## src/rtl/rx_controller.sv

```systemverilog
// Register-access command decoder for the UART packet stream.
// Accepts write/read packets addressed to DEVICE_ADDRESS and issues one-cycle bus strobes.
module rx_controller #(
    parameter logic [7:0] DEVICE_ADDRESS = 8'h01
) (
    input  logic        ipClk,
    input  logic        ipReset,
    input  logic        ipRxValid,
    input  logic        ipRxSoP,
    input  logic        ipRxEoP,
    input  logic [7:0]  ipRxLength,
    input  logic [7:0]  ipRxDestination,
    input  logic [7:0]  ipRxSource,
    input  logic [7:0]  ipRxData,
    output logic        opRxReady,
    output logic [7:0]  opAddress,
    output logic [31:0] opWrData,
    output logic        opWrEnable,
    output logic        opRdEnable,
    output logic [7:0]  opSource,
    output logic [7:0]  opErrorCount
);

    typedef enum logic [1:0] {IDLE, COLLECT, DISCARD, ISSUE} state_t;

    state_t      state;
    logic [7:0]  rx_len;
    logic [7:0]  rx_src;
    logic [7:0]  rx_cmd;
    logic [7:0]  rx_addr;
    logic [23:0] rx_data;
    logic [2:0]  idx;

    logic        accept;
    logic        sop_dest_ok;
    logic        sop_len_ok;
    logic        sop_err;
    state_t      sop_state;
    logic [7:0]  count;
    logic        pkt_good;
    logic        issue_now;
    logic [1:0]  err_inc;
    logic [8:0]  err_sum;

    assign accept = ipRxValid && opRxReady;

    // A start-of-packet beat is decoded the same way from IDLE, COLLECT and DISCARD.
    always_comb begin
        sop_dest_ok = (ipRxDestination == DEVICE_ADDRESS);
        sop_len_ok  = (ipRxLength == 8'd2) || (ipRxLength == 8'd6);
        sop_err     = sop_dest_ok && (!sop_len_ok || ipRxEoP);
        if (ipRxEoP)
            sop_state = IDLE;
        else if (!sop_dest_ok || !sop_len_ok)
            sop_state = DISCARD;
        else
            sop_state = COLLECT;
    end

    always_comb begin
        count    = {5'd0, idx} + 8'd1;
        pkt_good = (count == rx_len) &&
                   (((rx_cmd == 8'h01) && (rx_len == 8'd6)) ||
                    ((rx_cmd == 8'h00) && (rx_len == 8'd2)));
        issue_now = accept && (state == COLLECT) && !ipRxSoP && ipRxEoP && pkt_good;
    end

    // An SoP inside COLLECT can cost two errors: the abandoned packet plus a bad new header.
    always_comb begin
        err_inc = '0;
        if (accept) begin
            case (state)
                IDLE, DISCARD: begin
                    if (ipRxSoP)
                        err_inc = {1'b0, sop_err};
                end
                COLLECT: begin
                    if (ipRxSoP)
                        err_inc = sop_err ? 2'd2 : 2'd1;
                    else if (ipRxEoP)
                        err_inc = {1'b0, !pkt_good};
                    else if (count == rx_len)
                        err_inc = 2'd1;
                end
                default: err_inc = '0;
            endcase
        end
        err_sum = {1'b0, opErrorCount} + {7'd0, err_inc};
    end

    always_ff @(posedge ipClk) begin
        if (ipReset) begin
            state        <= IDLE;
            rx_len       <= '0;
            rx_src       <= '0;
            rx_cmd       <= '0;
            rx_addr      <= '0;
            rx_data      <= '0;
            idx          <= '0;
            opRxReady    <= 1'b0;
            opAddress    <= '0;
            opWrData     <= '0;
            opWrEnable   <= 1'b0;
            opRdEnable   <= 1'b0;
            opSource     <= '0;
            opErrorCount <= '0;
        end else begin
            opWrEnable <= 1'b0;
            opRdEnable <= 1'b0;
            opRxReady  <= !issue_now;
            if (err_inc != 2'd0)
                opErrorCount <= err_sum[8] ? 8'hFF : err_sum[7:0];

            case (state)
                IDLE, DISCARD: begin
                    if (accept) begin
                        if (ipRxSoP) begin
                            rx_len <= ipRxLength;
                            rx_src <= ipRxSource;
                            rx_cmd <= ipRxData;
                            idx    <= 3'd1;
                            state  <= sop_state;
                        end else if (state == DISCARD && ipRxEoP) begin
                            state <= IDLE;
                        end
                    end
                end
                COLLECT: begin
                    if (accept) begin
                        if (ipRxSoP) begin
                            rx_len <= ipRxLength;
                            rx_src <= ipRxSource;
                            rx_cmd <= ipRxData;
                            idx    <= 3'd1;
                            state  <= sop_state;
                        end else begin
                            case (idx)
                                3'd1:    rx_addr        <= ipRxData;
                                3'd2:    rx_data[7:0]   <= ipRxData;
                                3'd3:    rx_data[15:8]  <= ipRxData;
                                3'd4:    rx_data[23:16] <= ipRxData;
                                default: ;
                            endcase
                            idx <= idx + 3'd1;
                            if (ipRxEoP) begin
                                if (pkt_good) begin
                                    state    <= ISSUE;
                                    opSource <= rx_src;
                                    // The EoP beat carries the last byte, so it is merged in directly.
                                    if (rx_cmd == 8'h01) begin
                                        opWrEnable <= 1'b1;
                                        opAddress  <= rx_addr;
                                        opWrData   <= {ipRxData, rx_data};
                                    end else begin
                                        opRdEnable <= 1'b1;
                                        opAddress  <= ipRxData;
                                    end
                                end else begin
                                    state <= IDLE;
                                end
                            end else if (count == rx_len) begin
                                state <= DISCARD;
                            end
                        end
                    end
                end
                ISSUE: begin
                    state <= IDLE;
                end
                default: state <= IDLE;
            endcase
        end
    end

endmodule

```

## config.mk

```make
export PLATFORM = sky130hd
export DESIGN_NAME = rx_controller
export DESIGN_NICKNAME = d
export VERILOG_FILES = /design/src/rtl/rx_controller.sv
export SDC_FILE = /design/constraint.sdc
export NUM_CORES = 1
export LEC_CHECK = 0
export ABC_CLOCK_PERIOD_IN_PS = 3800
export CAP_MARGIN = 5
export CORE_MARGIN = 8
export CORE_UTILIZATION = 50
export CTS_BUF_LIST = sky130_fd_sc_hd__clkbuf_2 sky130_fd_sc_hd__clkbuf_4 sky130_fd_sc_hd__clkbuf_8
export DETAILED_ROUTE_END_ITERATION = 12
export PLACE_DENSITY = 0.88
export SYNTH_ARGS = -nofsm -noshare
export SYNTH_HDL_FRONTEND = slang
export SYNTH_SLANG_ARGS = --single-unit
```

## constraint.sdc

```tcl
create_clock -name ipClk -period 3.8 [get_ports ipClk]
set_clock_uncertainty 0.15 [all_clocks]
set_input_delay 0.38 -clock ipClk [delete_from_list [all_inputs] [get_ports ipClk]]
set_output_delay 0.38 -clock ipClk [all_outputs]
set_load 0.01 [all_outputs]
```

==> results.md, run 1 <==
Outcome:
- The flow ran to the end, and the final reports show no timing, DRC or antenna violations.

Min path:
- The worst hold path belongs to the class flop to flop.

Cells and area:
- The area added between synthesis and finish is 30.3%.
- The share of post-route cells with drive strength above 1 is 7.55%.
- The area taken by flip-flops and latches is 2400 um2.
- The count of antenna diodes in the layout is 0.
- Counting the fill cells in the layout gives 742.
- The multi-input combinational cells in the finished layout cover a total of 2320 um2.
- The net count of the finished layout is 668.
- Once layout is complete, the utilization of the core stands at 66.3%.

Setup path:
- The worst setup path is launched from a flop.
- The worst endpoint required time is 3.96 ns.
- The capturing element type of the critical path is a flop.
- At the worst endpoint, the arrival time is 3.86 ns.
- The maximum fanout count along the critical path is 6.
- The worst setup path category is flop to flop.

Synth:
- The post-synthesis cell area is 4930 um2.
- Synthesis produced a netlist with a net count of 582.
- Of all cell types, the one taking the most synthesized area is dfxtp_1.
- The Yosys step of the flow raised 0 warnings.
- The mean area per synthesized cell is 9.17 um2.
- Counting instances in the post-synthesis netlist gives the leading cell types as dfxtp_1 (120), nand2_1 (75), nor2_1 (74).
- After technology mapping, the gate count stands at 537.
- The async set or reset register ratio after synthesis is 0%.
- After synthesis, the cell types taking the most area are dfxtp_1 (49%), mux2i_1 (13%), nand2_1 (5.7%).
- After synthesis, flip-flops and latches occupy 48.8% of the total area.
- The dominant synthesized flop cell is dfxtp_1.
- The number of enable flip-flop cells after synthesis is 0.
- In this run, synthesis produced a sequential element count of 120.
- In the post-synthesis netlist, the cell with the most instances is dfxtp_1.
- The top cell type's share of synthesized area is 48.8%.
- The unique cell type count in the Yosys netlist is 48.

CTS:
- CTS saw 120 sinks.
- CTS built an H-tree with a depth of 4.
- The clock reaches the later pin of the worst-skew pair after 0.42 ns.
- The TritonCTS clock tree is done.
- After clock tree synthesis, the clock-pin slew on the worst setup and hold paths is 0.07 ns.
- The maximum count of clock buffers along a single path is 2.
- The root buffer selected by CTS is clkbuf_8.
- TritonCTS created 17 clock buffers.

Drt:
- The final routed DRC violation total is 0.
- In the routed layout, each cell is associated on average with a via count of 5.45.
- In the final routed layout, each cell accounts on average for 16.5 um.
- For this block, the routed nets add up to 12700 um of wire.
- The violation count after the first detailed-route iteration is 316.
- For this block, the via count after detailed routing is 4192.
- The remaining antenna violation count after routing is 0.
- The first detailed-routing pass ran for 6 iterations.

STA:
- The count of final max-slew check failures came to 0.
- The number of hold violations in the final report came to 0.
- The worst path uses 97.3% of the clock period.
- The transition time of the tightest slew-check pin is 1.16 ns.
- The maximum clock frequency is 0.270 GHz.
- Across all setup checks in the final design, the least slack found is 0.102 ns.
- The worst pin sits at a relative slew slack of 22.7%.
- The final period demand of the worst path is 3.70 ns.
- The final setup violation count is 0.

Floorplanning:
- The starting density of the core is 50.9%.
- In this run the horizontal extent of the chip is 115 um.
- In this run the count of I/O pins placed on the die edge is 96.
- The full die area is 13300 um2.
- The core region is 9680 um2.
- Measured along the y axis, the die boundary spans 115 um.
- The floorplan has 36 rows.

Placed design:
- Buffers placed on the I/O ports in this run total 95.
- The congestion estimate from routability-driven global placement came to 0.822.
- The estimated wirelength of the detail-placed design is 8550 um.
- The worst setup timing slack at the placement stage is 0.101 ns.

Power:
- IR analysis of the VDD net gives a maximum drop of 0.295 mV.
- In this run the power density over the cells is 438 nW/um2.
- The static leakage is 0.00232 uW.

Global routing:
- Global routing finished with a remaining overflow of 0.
- The number of global-route vias before repair came to 4184.
- The number of antenna violations at the first check in global routing was 0.
- Global routing used 19.0% of the available tracks.
- The pin count of the biggest net entering global routing is 121.
- The first-pass GRT wire length is 20100 um.

Run:
- The number of max-capacitance violations reported is 0.
-- path summary, 6_finish.rpt --
kind | start | end | cells after the start | slack (ns)
worst max-delay path | idx[1] | opErrorCount[2] | 15 | 0.10
worst min-delay path | rx_src[5] | rx_src[5] | 2 | 0.31
worst max register to register | idx[1] | opErrorCount[2] | 15 | 0.10
worst min register to register | rx_src[5] | rx_src[5] | 2 | 0.31
-- metrics by stage --
| stage | setup TNS, ns | total power (uW) | hold WS [ns] | cell area, um2 | std cells |
|---|---|---|---|---|---|
| after floorplan | 0 | 1360 | 0.286 | 4930 | 537 |
| after global placement | 0 | 1430 | 0.292 | 5910 | 735 |
| after detailed placement | 0 | 1430 | 0.298 | 5910 | 735 |
| after CTS | 0 | 2810 | 0.309 | 6400 | 767 |
| after global routing | -0.225 | 2890 | 0.322 | 6420 | 769 |
| final | 0 | 2810 | 0.309 | 6420 | 769 |
-- state kept, by name, summed over array words and instances (netlist names) --
register and count:
idx 3, opAddress 8, opErrorCount 8, opRdEnable 1, opRxReady 1, opSource 8
opWrData 32, opWrEnable 1, rx_addr 8, rx_cmd 8, rx_data 24, rx_len 8
rx_src 8, state 2
-- worst max-delay path, cell delays in order (launching register included) --
cell and delay, ns:
dfxtp_1 0.42, inv_1 0.09, ha_1 0.31, xor2_1 0.18
nor4_4 0.39, a211oi_1 0.17, nor3_1 0.20, a21o_1 0.11
ha_1 0.17, inv_1 0.06, fa_1 0.35, inv_1 0.09
and3_1 0.25, nand3_1 0.15, and2_1 0.23, a311oi_1 0.27
-- area by class of cell --
class / count / area share (%)
clock buffers: 21 / 4.31
clock inverters: 11 / 3.39
inverters: 9 / 0.527
multi-input cells: 373 / 36.1
flip-flops and latches: 120 / 37.5
well taps: 133 / 2.59
repair buffers: 102 / 15.6
-- where the power goes --
part	internal (uW)	switching, uW	total [uW]
logic	58.4	73.9	132
clock network	900	503	1400
registers	1270	7.70	1270
-- cells in the final DEF, fill, tap and decap left out, drive strengths merged, types with 7 or more instances in the layout --
| master | Yosys | layout |
|---|---|---|
| nand3 | 20 | 20 |
| a211oi | 10 | 10 |
| clkbuf | 27 | 21 |
| inv | 9 | 10 |
| buf | 8 | 8 |
| dfxtp | 120 | 120 |
| nor2 | 75 | 75 |
| clkdlybuf4s50 | 0 | 94 |
| mux2i | 66 | 66 |
| nor3 | 7 | 7 |
| a21oi | 48 | 48 |
| ha | 7 | 7 |
| nand2 | 75 | 75 |
-- logic make-up after synthesis --
kind of cell	after synthesis	share of synthesized area, %
flip-flops	120	48.8
multiplexers	67	13.6
adder cells (fa/ha/maj)	8	2.18
buffers and inverters	44	4.19
AND/OR/NAND/NOR	214	20.6
AO/OA/AOI/OAI	79	9.75
XOR/XNOR	5	0.889
-- routing by layer --
| layer | track usage, % | vias to the layer above | wire length (um) |
|---|---|---|---|
| li1 | - | 2024 | - |
| met1 | 21.1 | 1985 | 5220 |
| met2 | 32.9 | 167 | 6280 |
| met3 | 6.62 | 16 | 1030 |
| met4 | 6.83 | 0 | 131 |
| met5 | 0 | - | 0 |
-- repair_timing --
item	in CTS	in global routing
resized for setup	0	1
buffers inserted	0	2
hold buffers	0	0
endpoints found under the setup margin	0	4
(Power assumes the default switching activity.)
==> inputs of run 2 (changes only) <==
==> constraint.sdc (replaced) <==
create_clock -name ipClk -period 3.8 [get_ports ipClk]
set_clock_uncertainty 0.15 [all_clocks]
set_input_delay 0.76 -clock ipClk [delete_from_list [all_inputs] [get_ports ipClk]]
set_output_delay 0.76 -clock ipClk [all_outputs]
set_load 0.01 [all_outputs]
==> results.md, run 2 (synthesis gave the netlist of run 1 again) <==
Floorplanning:
- Measured along the y axis, the die boundary spans 115 um.
- The die covers 13300 um2.
- The starting density of the core is 50.9%.
- The die is 115 um wide.
- The placeable core region is 9680 um2.
- The number of cell rows is 36.
- The boundary pin count is 96.

Drt:
- For this run, the detailed router's first-pass iteration total came to 7.
- After detailed routing, the number of remaining DRC violations is 0.
- The via total after detailed routing is 4203.
- The via density per instance is 5.42.
- The remaining antenna violation count after routing is 0.
- The violation count after the first detailed-route iteration is 335.
- In the final routed layout, each cell accounts on average for 16.3 um.
- For this block, the routed nets add up to 12700 um of wire.

CTS:
- For the worst-skew pair, the clock arrives at the later sink with an insertion delay of 0.43 ns.
- Hold repair after CTS inserted 0 buffers.
- CTS placed an instance of clkbuf_8 at the clock tree root.
- The clock-pin slew of the registers on the worst-case setup and hold paths is 0.08 ns.
- The clock drives 120 sinks.
- The clock passes through at most 2 buffers.
- The number of buffers added by the clock tree synthesis step is 17.
- TritonCTS built the clock tree.
- The CTS H-tree depth is 4.

Cells and area:
- The multi-input combinational cell area is 2350 um2.
- The share of post-route cells with drive strength above 1 is 9.50%.
- In the final layout, the registers with the most flip-flops are opWrData x32, rx_data x24.
- The count of antenna diodes in the layout is 0.
- The commonest non-fill, non-tap cell in the layout is dfxtp_1.
- The final core area utilization is 66.1%.
- In the final layout, flip-flops and latches occupy 2410 um2.
- The area added between synthesis and finish is 30.0%.
- The library cells used most frequently in the layout, excluding fill and tap cells, are dfxtp_1 (118), clkdlybuf4s50_1 (94), nand2_1 (75).
- For this run, the post-layout net count is 674.
- The layout has 735 filler cells.
- The flip-flop count of the largest register after layout is 32.
- The top register by number of flip-flops is opWrData.

Power:
- The total power is 2540 uW.
- The static leakage is 0.00231 uW.
- The worst voltage drop across the vdd grid is 0.367 mV.
- The total power density per cell area is 396 nW/um2.

Placed design:
- Input and output buffers added on the ports amount to 95.
- The global placer's final weighted congestion is 0.808.
- The estimated wirelength of the detail-placed design is 8610 um.

Global routing:
- The first-pass GRT wire length is 20200 um.
- Global routing used 19.0% of the available tracks across all layers.
- The number of global-route vias before repair is 4212.
- Entering global routing, the biggest net connects 121 pins.
- The number of antenna violations at the first check in global routing came to 0.
- After global routing the overflow that remains totals 0.

Setup path:
- At the worst endpoint, the required time is 3.98 ns.
- STA classifies the critical path startpoint as a flop.
- The capturing element type of the critical path is a flop.
- The critical path in this run is classified as flop to flop.
- The signal arrival time at the worst endpoint is 3.79 ns.
- In this run the worst path has a maximum fanout of 6.

Run:
- The number of max-capacitance violations reported is 0.

STA:
- The transition time of the tightest slew-check pin is 1.17 ns.
- Setup violations remaining at the end of the flow were counted as 0.
- The post-route fraction of the period consumed by the critical path is 94.8%.
- The count of final max-slew check failures is 0.
- The final period demand of the worst path is 3.60 ns.
- Headroom to the max-slew limit came out at 21.9%.
- The number of hold violations in the final report is 0.
- Setup total negative slack on the finished layout was measured at 0 ns.
- Derived from the worst setup path, the maximum achievable clock frequency is 0.278 GHz.
- The worst hold margin is 0.309 ns.

Outcome:
- The run finished with clean final reports.

Min path:
- The worst hold path belongs to the class flop to flop.
[run 2: changes by cell type in the layout (fill, tap and decap cells not counted), sizes merged]
cell,delta
buf,+6
bufinv,-5
clkbuf,-4
inv,+9
[run 2: worst max-delay path: stages, from the launching register on]
cell and delay [ns]:
dfxtp_4 0.37, ha_1 0.21, ha_1 0.31, xnor2_1 0.17, nor4_4 0.32, a211oi_2 0.15, nor3_1 0.24, a21o_1 0.11
ha_1 0.15, inv_1 0.05, fa_1 0.38, inv_2 0.08, and3_1 0.19, nand3_1 0.10, and2_2 0.25, a311oi_2 0.26
[run 2: cell type report]
type,count,area share [%]
Clock inverter,15,2.46
Timing Repair Buffer,108,16.5
Tap cell,133,2.60
Multi-Input combinational cell,373,36.7
Inverter,9,0.527
Clock buffer,17,3.65
Sequential cell,120,37.6
[run 2: report_power, final]
| part | switching (uW) | internal, uW | total [uW] | leakage [uW] |
|---|---|---|---|---|
| logic | 74.8 | 59.6 | 134 | 0.00114 |
| clock network | 586 | 545 | 1130 | 0.000195 |
| registers | 7.30 | 1270 | 1270 | 0.000970 |
[run 2: what timing repair did]
item	4_1_cts	5_1_grt
gates resized for setup	0	9
buffers inserted	0	1
setup endpoints to repair	0	6
[run 2: metal layers]
layer	track usage [%]	part of all wire [%]	vias to the layer above	routed length [um]
li1	-	-	2035	-
met1	21.7	43	2014	5420
met2	33.0	50	140	6270
met3	5.67	6.6	14	838
met4	6.39	1.1	0	135
met5	0	0	-	0
[run 2: worst paths after layout]
path              from              end  slack, ns  cells past startpoint
min reg2reg  rx_cmd[7]        rx_cmd[7]       0.31                      2
min          rx_cmd[7]        rx_cmd[7]       0.31                      2
max             idx[0]  opErrorCount[2]       0.20                     15
max reg2reg     idx[0]  opErrorCount[2]       0.20                     15
[run 2: metrics by stage]
stage,instance area (um2),cells,setup WS (ns)
2_1_floorplan,4930,537,0.344
3_3_place_gp,5970,742,0.0155
3_5_place_dp,5970,742,-0.154
4_1_cts,6360,774,0.111
5_1_grt,6410,775,-0.00447
6_report,6410,775,0.198
==> inputs of run 3 (changes only) <==
--- a/config.mk
+++ b/config.mk
@@ -11,6 +11,7 @@
 export CORE_UTILIZATION = 50
 export CTS_BUF_LIST = sky130_fd_sc_hd__clkbuf_2 sky130_fd_sc_hd__clkbuf_4 sky130_fd_sc_hd__clkbuf_8
 export DETAILED_ROUTE_END_ITERATION = 12
+export GPL_ROUTABILITY_DRIVEN = 0
 export PLACE_DENSITY = 0.88
 export SYNTH_ARGS = -nofsm -noshare
 export SYNTH_HDL_FRONTEND = slang
==> results of run 3 <==
Final layout, timing and power as in run 2 (identical DEF).
